===== src/rtl/seg7_scan_driver_pkg.sv =====
// Shared 7-segment definitions: active-low {g,f,e,d,c,b,a} glyph patterns and the hex decoder function.
package seg7_scan_driver_pkg;

    localparam logic [6:0] SEG_0   = 7'h40;
    localparam logic [6:0] SEG_1   = 7'h79;
    localparam logic [6:0] SEG_2   = 7'h24;
    localparam logic [6:0] SEG_3   = 7'h30;
    localparam logic [6:0] SEG_4   = 7'h19;
    localparam logic [6:0] SEG_5   = 7'h12;
    localparam logic [6:0] SEG_6   = 7'h02;
    localparam logic [6:0] SEG_7   = 7'h78;
    localparam logic [6:0] SEG_8   = 7'h00;
    localparam logic [6:0] SEG_9   = 7'h10;
    localparam logic [6:0] SEG_A   = 7'h08;
    localparam logic [6:0] SEG_B   = 7'h03;
    localparam logic [6:0] SEG_C   = 7'h46;
    localparam logic [6:0] SEG_D   = 7'h21;
    localparam logic [6:0] SEG_E   = 7'h06;
    localparam logic [6:0] SEG_F   = 7'h0E;
    localparam logic [6:0] SEG_OFF = 7'h7F;

    function automatic logic [6:0] hex_to_seg(input logic [3:0] nib);
        logic [6:0] pat;
        case (nib)
            4'h0: pat = SEG_0;
            4'h1: pat = SEG_1;
            4'h2: pat = SEG_2;
            4'h3: pat = SEG_3;
            4'h4: pat = SEG_4;
            4'h5: pat = SEG_5;
            4'h6: pat = SEG_6;
            4'h7: pat = SEG_7;
            4'h8: pat = SEG_8;
            4'h9: pat = SEG_9;
            4'hA: pat = SEG_A;
            4'hB: pat = SEG_B;
            4'hC: pat = SEG_C;
            4'hD: pat = SEG_D;
            4'hE: pat = SEG_E;
            default: pat = SEG_F;
        endcase
        return pat;
    endfunction

endpackage


===== src/rtl/seg7_hex_decode.sv =====
// Combinational hex nibble to active-low 7-segment pattern.
module seg7_hex_decode
    import seg7_scan_driver_pkg::*;
(
    input  logic [3:0] nibble,
    output logic [6:0] seg
);

    always_comb seg = hex_to_seg(nibble);

endmodule


===== src/rtl/seg7_scan_driver.sv =====
// Multiplexed common-anode hex display driver with frame-aligned word updates.
// Optional leading-zero blanking when SEG7_LZ_BLANK_EN is defined.
module seg7_scan_driver
    import seg7_scan_driver_pkg::*;
#(
    parameter int unsigned DIGITS         = 4,
    parameter int unsigned CLKS_PER_DIGIT = 100000,
    parameter int unsigned BLANK_CYCLES   = 16
) (
    input  logic                  clk,
    input  logic                  RESET_N,
    input  logic                  load,
    input  logic [4*DIGITS-1:0]   value_in,
    input  logic [DIGITS-1:0]     dp_in,
    input  logic [DIGITS-1:0]     en_in,
    output logic [DIGITS-1:0]     an,
    output logic [6:0]            seg,
    output logic                  dp,
    output logic                  frame_pulse
);

    localparam int unsigned CW = (CLKS_PER_DIGIT > 1) ? $clog2(CLKS_PER_DIGIT) : 1;
    localparam int unsigned IW = (DIGITS > 1) ? $clog2(DIGITS) : 1;
    localparam logic [CW-1:0] CNT_LAST  = CW'(CLKS_PER_DIGIT - 1);
    localparam logic [CW-1:0] CNT_BLANK = CW'(BLANK_CYCLES);
    localparam logic [IW-1:0] IDX_LAST  = IW'(DIGITS - 1);

    logic [CW-1:0]       cnt;
    logic [IW-1:0]       idx;
    logic                slot_end, boundary;

    logic [4*DIGITS-1:0] pend_val, sh_val, nxt_val;
    logic [DIGITS-1:0]   pend_dp, sh_dp, nxt_dp;
    logic [DIGITS-1:0]   pend_en, sh_en, nxt_en;
    logic                pend_valid;

    logic [DIGITS-1:0]   lz_dark;
    logic [DIGITS-1:0]   an_next;
    logic [3:0]          cur_nib;
    logic [6:0]          cur_seg;

    assign slot_end = (cnt == CNT_LAST);
    assign boundary = slot_end && (idx == IDX_LAST);

    // A load on the boundary edge wins over any pending word so the new frame shows it.
    always_comb begin
        nxt_val = sh_val;
        nxt_dp  = sh_dp;
        nxt_en  = sh_en;
        if (boundary) begin
            if (load) begin
                nxt_val = value_in;
                nxt_dp  = dp_in;
                nxt_en  = en_in;
            end else if (pend_valid) begin
                nxt_val = pend_val;
                nxt_dp  = pend_dp;
                nxt_en  = pend_en;
            end
        end
    end

`ifdef SEG7_LZ_BLANK_EN
    logic [DIGITS-1:0] lz_next;
    logic              all_zero;

    // Mask is taken from the word committed at the boundary, so it tracks the shadow exactly.
    always_comb begin
        lz_next  = '0;
        all_zero = 1'b1;
        for (int unsigned i = 0; i < DIGITS - 1; i++) begin
            all_zero = all_zero && (nxt_val[4*(DIGITS-1-i) +: 4] == 4'h0);
            lz_next[DIGITS-1-i] = all_zero && !nxt_dp[DIGITS-1-i];
        end
    end

    always_ff @(posedge clk or negedge RESET_N) begin
        if (!RESET_N)
            lz_dark <= '0;
        else if (boundary)
            lz_dark <= lz_next;
    end
`else
    assign lz_dark = '0;
`endif

    assign cur_nib = sh_val[idx*4 +: 4];

    seg7_hex_decode u_decode (
        .nibble (cur_nib),
        .seg    (cur_seg)
    );

    always_comb begin
        an_next = '1;
        if (cnt >= CNT_BLANK && sh_en[idx] && !lz_dark[idx])
            an_next[idx] = 1'b0;
    end

    always_ff @(posedge clk or negedge RESET_N) begin
        if (!RESET_N) begin
            cnt         <= '0;
            idx         <= '0;
            pend_val    <= '0;
            pend_dp     <= '0;
            pend_en     <= '0;
            pend_valid  <= 1'b0;
            sh_val      <= '0;
            sh_dp       <= '0;
            sh_en       <= '0;
            an          <= '1;
            seg         <= SEG_OFF;
            dp          <= 1'b1;
            frame_pulse <= 1'b0;
        end else begin
            cnt <= slot_end ? '0 : cnt + 1'b1;
            if (slot_end)
                idx <= (idx == IDX_LAST) ? '0 : idx + 1'b1;

            sh_val <= nxt_val;
            sh_dp  <= nxt_dp;
            sh_en  <= nxt_en;

            if (boundary) begin
                pend_valid <= 1'b0;
            end else if (load) begin
                pend_val   <= value_in;
                pend_dp    <= dp_in;
                pend_en    <= en_in;
                pend_valid <= 1'b1;
            end

            an          <= an_next;
            seg         <= cur_seg;
            dp          <= ~sh_dp[idx];
            frame_pulse <= boundary;
        end
    end

endmodule

===== config.mk =====
export PLATFORM = sky130hd
export DESIGN_NAME = seg7_scan_driver
export DESIGN_NICKNAME = d
export VERILOG_FILES = /design/src/rtl/seg7_scan_driver_pkg.sv /design/src/rtl/seg7_hex_decode.sv /design/src/rtl/seg7_scan_driver.sv
export SDC_FILE = /design/constraint.sdc
export NUM_CORES = 1
export LEC_CHECK = 0
export ABC_AREA = 1
export CAP_MARGIN = 25
export CORE_UTILIZATION = 60
export CTS_CLUSTER_DIAMETER = 60
export DETAILED_ROUTE_END_ITERATION = 12
export GPL_TIMING_DRIVEN = 1
export PLACE_DENSITY = 0.87
export SYNTH_ARGS = -nofsm -noshare
export SYNTH_HDL_FRONTEND = slang
export SYNTH_HIERARCHICAL = 1
export SYNTH_SLANG_ARGS = --single-unit

===== constraint.sdc =====
create_clock -name clk -period 5.5 [get_ports clk]
set_clock_uncertainty 0.2 [all_clocks]
set_input_delay 1.65 -clock clk [delete_from_list [all_inputs] [get_ports clk]]
set_output_delay 1.65 -clock clk [all_outputs]
set_load 0.01 [all_outputs]

# Word-level counts from Yosys, hierarchy flattened
# Memories as Yosys holds them, arrays and structs flattened. A register that Yosys moved wholly into a read port is not among the register bits.
# Cells that the tools add are included.
# totals
reg_bits	74
latchBits	0
ram_bits	0
romBits	112
n_memories	1
# classes
add_sub_neg	2
multipliers	0
div	0
magnitude_cmp	3
n_eq_ne	2
shift	1
mux	19
bitwise	3
n_reduce_logical	10
# mem_list
name	words	width	read_ports	rd_ports_with_merged_regs	write_ports	line_no	rtl
(name not given)	16	7	1	1	0	seg7_scan_driver_pkg.sv:24	case (nib)
# ops
operator	n
$mux W16	2
$mux W4	5
$add A17 B1 Y17 const B	1
$eq A17 B17 Y1 const B	1
$ge A17 B5 Y1 const B	1
$mux W17	1
$shiftx A16 B5 Y4	1
$bmux W1 S2	3
$mux W1	6
$logic_and A1 B1 Y1	4
$not A4 Y4	1
$reduce_and A2 Y1	2
$reduce_bool A2 Y1	2
$lt A2 B3 Y1 const B	1
$add A2 B1 Y2 const B	1
$demux W1 S2	1
$eq A2 B2 Y1 const B	1
$ge A2 B1 Y1 const B	1
$logic_not A1 Y1	2
$mux W2	1
$not A1 Y1	2

# Depth between registers and ports, before layout
# logic_depth
depth_word	6
ltp_mapped	10
ltp_nobuf	9

# Hierarchy
# Netlist, hierarchy kept.
# modules_own_cells
mod	instances	cells_per_inst	area_per_inst_um2	seq_area_each_um2
seg7_scan_driver	1	452	3985.1	2042.0
seg7_hex_decode	1	49	274.0	0.0

# Worst setup path after synthesis
# OpenSTA, ideal clock, no wires.
# synth_timing
path_kind	input -> register
startpoint	input port load
endpoint	register sh_dp[2]
setup_time_ns	0.117
arrival_ns	2.461
required_time_ns	5.183
path_slack_ns	2.722
stages	4
path_cell_list	clkbuf_1 > mux2_2 > nand4_1 > nand2_1
# synth_between
elab_chain_len	2
word_cells_on_any_way	3
# synth_lines
element	line_no	rtl
start, declared	seg7_scan_driver.sv:12	input logic load,
$reduce_bool A2 Y1 (no source line)	n/a	
$reduce_and A2 Y1 (no source line)	n/a	
end signal, assigned	seg7_scan_driver.sv:121	sh_dp <= nxt_dp;
end, declared	seg7_scan_driver.sv:33	logic [DIGITS-1:0] pend_dp, sh_dp, nxt_dp;
# Parallel ways exist; a longest one is shown, timed or not.
# A chain may end at the register's enable or synchronous reset.

# Worst setup path in the final report
# layout_timing
startpoint	input port load
endpoint	register sh_en[3]
# layout_between
elab_chain_len	2
word_cells_on_any_way	3
# layout_lines
element	line_no	rtl
$reduce_bool A2 Y1 (no source line)	n/a	
$reduce_and A2 Y1 (no source line)	n/a	
end signal, assigned	seg7_scan_driver.sv:122	sh_en <= nxt_en;
end, declared	seg7_scan_driver.sv:34	logic [DIGITS-1:0] pend_en, sh_en, nxt_en;
# Parallel ways exist; a longest one is shown, timed or not.

==> results by group <==
Global routing
  – Vias in the first global route: between 3000 and 4000
  – GR Overflow Total: 0
  – Met3 Usage GRT: 0.0429
  – All-layer global routing usage: 0.240
  – Most Crowded Layer GR: met2
  – Met1 usage: 0.321
  – Met2 global-route usage: 0.397
  – First-pass GRT wire length: 13.8 mm
  – Antenna violations before repair: 0
  – Largest net degree at the start of global routing: 82

STA
  – Final Max Tran Viols: 0
  – RSZ-0062 raised after global routing: false
  – Fin crit period: around 3.4 ns
  – Final period util: 0.609
  – Worst Tran Pin Value: just over 0.9 ns
  – Worst slew margin: 0.391
  – Setup TNS: 0 ns
  – Max Freq: 298 MHz
  – Final setup violating endpoints: 0
  – Fin. Hold Viols: 0

Yosys
  – Flops & latches, synth: 81
  – Biggest area consumer among synthesized cells: dfrtp_1
  – Sequential-to-total area share from yosys stat: 0.479
  – Asr flop ratio synth: 1.00
  – Top cell type's share of synthesized area: 0.405
  – Number of flops mapped to enable cells by yosys: 0
  – Mapped Area: 4260 um2
  – Mapped Cells: 501
  – Syn nets: 541
  – Avg Inst Size Synth: roughly 8.5 um2
  – Number of synthesis warnings: 6
  – Synth Flop Type: dfrtp_1
  – Dominant cells by area after synthesis: dfrtp_1, nand2_1, dfstp_2
  – Yosys cell types: 35

Place
  – Dpl cell area: 4640 um2
  – HPWL after DPL: 5.71 mm
  – RePlAce Congestion: ~0.89
  – I/O Buffers: 39

Clock tree
  – Setup repair bufs after CTS: 0
  – CTS tree: built
  – Hold buffer count at CTS: 0
  – CTS max path bufs: 2
  – Worst-Skew Late Latency: approximately 0.35 ns
  – Post-CTS Resized: 0
  – H-tree Lvls: 3
  – Root buf cell: clkbuf_8
  – CTS Buf Count: 9
  – Clock sink count: 81
  – Worst-path clk slew: 0.07 ns

Floorplan
  – Io pins: 40
  – DIE HEIGHT: 86.3 um
  – Row cnt: 30
  – Core Footprint: 6830 um2
  – Starting Density: 0.623
  – DIE WIDTH: approximately 86 um
  – Total Die Area: 7440 um2

Critical path
  – CP cell instances: buf_2 > buf_4 > nor2_1 > inv_1 > nand3_4 > nand2_1 > nand2_1
  – Slowest CP cell: inv_1
  – CP arrival: 3.39 ns
  – Critical Setup Path Class: in -> reg
  – Crit path capture type: flip-flop
  – Crit-path most repeated cell: nand2_1
  – CP required: 5.54 ns
  – Worst-path maximum fanout: 50
  – Startpoint Class: input port
  – Max incr delay on CP: 0.53 ns

Route
  – Via density per instance: approximately 5.3
  – DRC: 0
  – WL/cell: 13.1 um
  – Post-Route WL: about 8.3 mm
  – DR vias: 3337
  – ANT nets after route: 0
  – Initial DRT Pass Iterations: 4
  – Iteration-0 DRC Markers: between 200 and 250

Power
  – Leak: roughly 2.4 nW
  – PwrDens: 234 nW/um2
  – Max VDD drop: between 0.00015 and 0.0002 V

Cells and area
  – Multi-input gate area: around 1900 um2
  – Area grow syn2layout: 14.2%
  – N_diodes: 0
  – Reg area: between 2000 and 2500 um2
  – Layout cell share with drive strength beyond 1: 0.131
  – Final instance area: 4860 um2
  – Fin nets: 571
  – Fill cells: 519

Run
  – Total of max-cap violations: 0

Worst hold path
  – Min-delay worst type: reg -> reg

Outcome
  – Status: finished, final reports clean
placed cells by master, fill, tap and decap left out, types with 2 or more instances in the layout:
cell	instances
nand2_1	153
dfrtp_1	69
nor2_1	46
nand3_1	45
inv_1	37
clkdlybuf4s50_1	37
nand4_1	26
mux2_2	24
o21ai_0	17
ha_1	13
dfstp_2	12
clkbuf_8	11
xor2_1	6
o22ai_1	5
nor2_2	4
inv_2	4
buf_4	3
nor3_1	2
clkbuf_1	2
clkinv_2	2
critical path: cells and delay by family:
| family | cells | cell delay [ns] |
|---|---|---|
| buf+inv | 3 | 1.05 |
| simple gates | 4 | 0.67 |
cell usage after synthesis (2+ instances only):
cell type and instances:
xor2_1 6, o22ai_1 5, nand4_1 26, dfstp_2 12, buf_2 5, buf_1 2
o21ai_0 17, dfrtp_1 69, nand2_1 153, buf_4 3, ha_1 13, nor3_1 2
nor2_1 46, clkbuf_1 8, inv_2 4, inv_1 37, mux2_2 24, buf_6 5
nand3_1 45, nor2_2 4
stage by stage:
step	std cells	util	power, mW	setup slack (ns)	hold slack (ns)
2_1_floorplan	501	-	0.670	2.72	0.237
3_5_place_dp	615	0.679	0.710	1.82	0.255
5_1_grt	632	0.712	1.18	1.98	0.295
6_report	632	0.712	1.14	2.15	0.270
3_3_place_gp	615	0.679	0.706	1.91	0.249
4_1_cts	631	0.708	1.15	2.18	0.274
path summary, 6_finish.rpt:
path	from	endpoint	slack, ns	depth (start not counted)
setup / recovery	load	sh_en[3]	2.15	7
hold / removal	pend_val[6]	pend_val[6]	0.27	2
setup reg to reg	idx[0]	seg[3]	2.79	8
hold reg to reg	pend_val[6]	pend_val[6]	0.27	2
max in group asynchronous	RESET_N	dp	3.61	2
min in group asynchronous	RESET_N	cnt[13]	0.89	1
layout make-up:
class	instances	area share
Clock buffer	13	0.0327
Clock inverter	3	0.00823
Inverter	42	0.0324
Multi-Input combinational cell	355	0.394
Sequential cell	81	0.420
Tap cell	96	0.0247
Timing Repair Buffer	42	0.0875
flip-flops by register name, summed over array words and instances (netlist names):
| name | count |
|---|---|
| frame_pulse | 1 |
| seg | 7 |
| sh_dp | 4 |
| dp | 1 |
| pend_valid | 1 |
| cnt | 17 |
| pend_val | 16 |
| pend_dp | 4 |
| sh_val | 16 |
| pend_en | 4 |
| an | 4 |
| sh_en | 4 |
| idx | 2 |
per-layer routing:
layer  part of all wire  up-vias
met2               0.49       85
met3              0.037        8
met5                  0        -
li1                   -     1675
met1               0.46     1569
met4              0.012        0
cell families after synthesis:
group	count (synthesis)	share of synthesized area
simple gates	283	0.297
flops	81	0.479
buf+inv	65	0.0702
compound gates	28	0.0376
mux	24	0.0635
fa+ha+maj	13	0.0382
xor+xnor	7	0.0144
power by group:
group	total [mW]	internal (mW)	switching, mW	leakage (nW)
Sequential	0.619	0.611	0.00808	1.03
Clock	0.438	0.234	0.204	0.103
Combinational	0.0817	0.0417	0.0400	1.30
No activity file was read; power rests on OpenSTA's default activity.
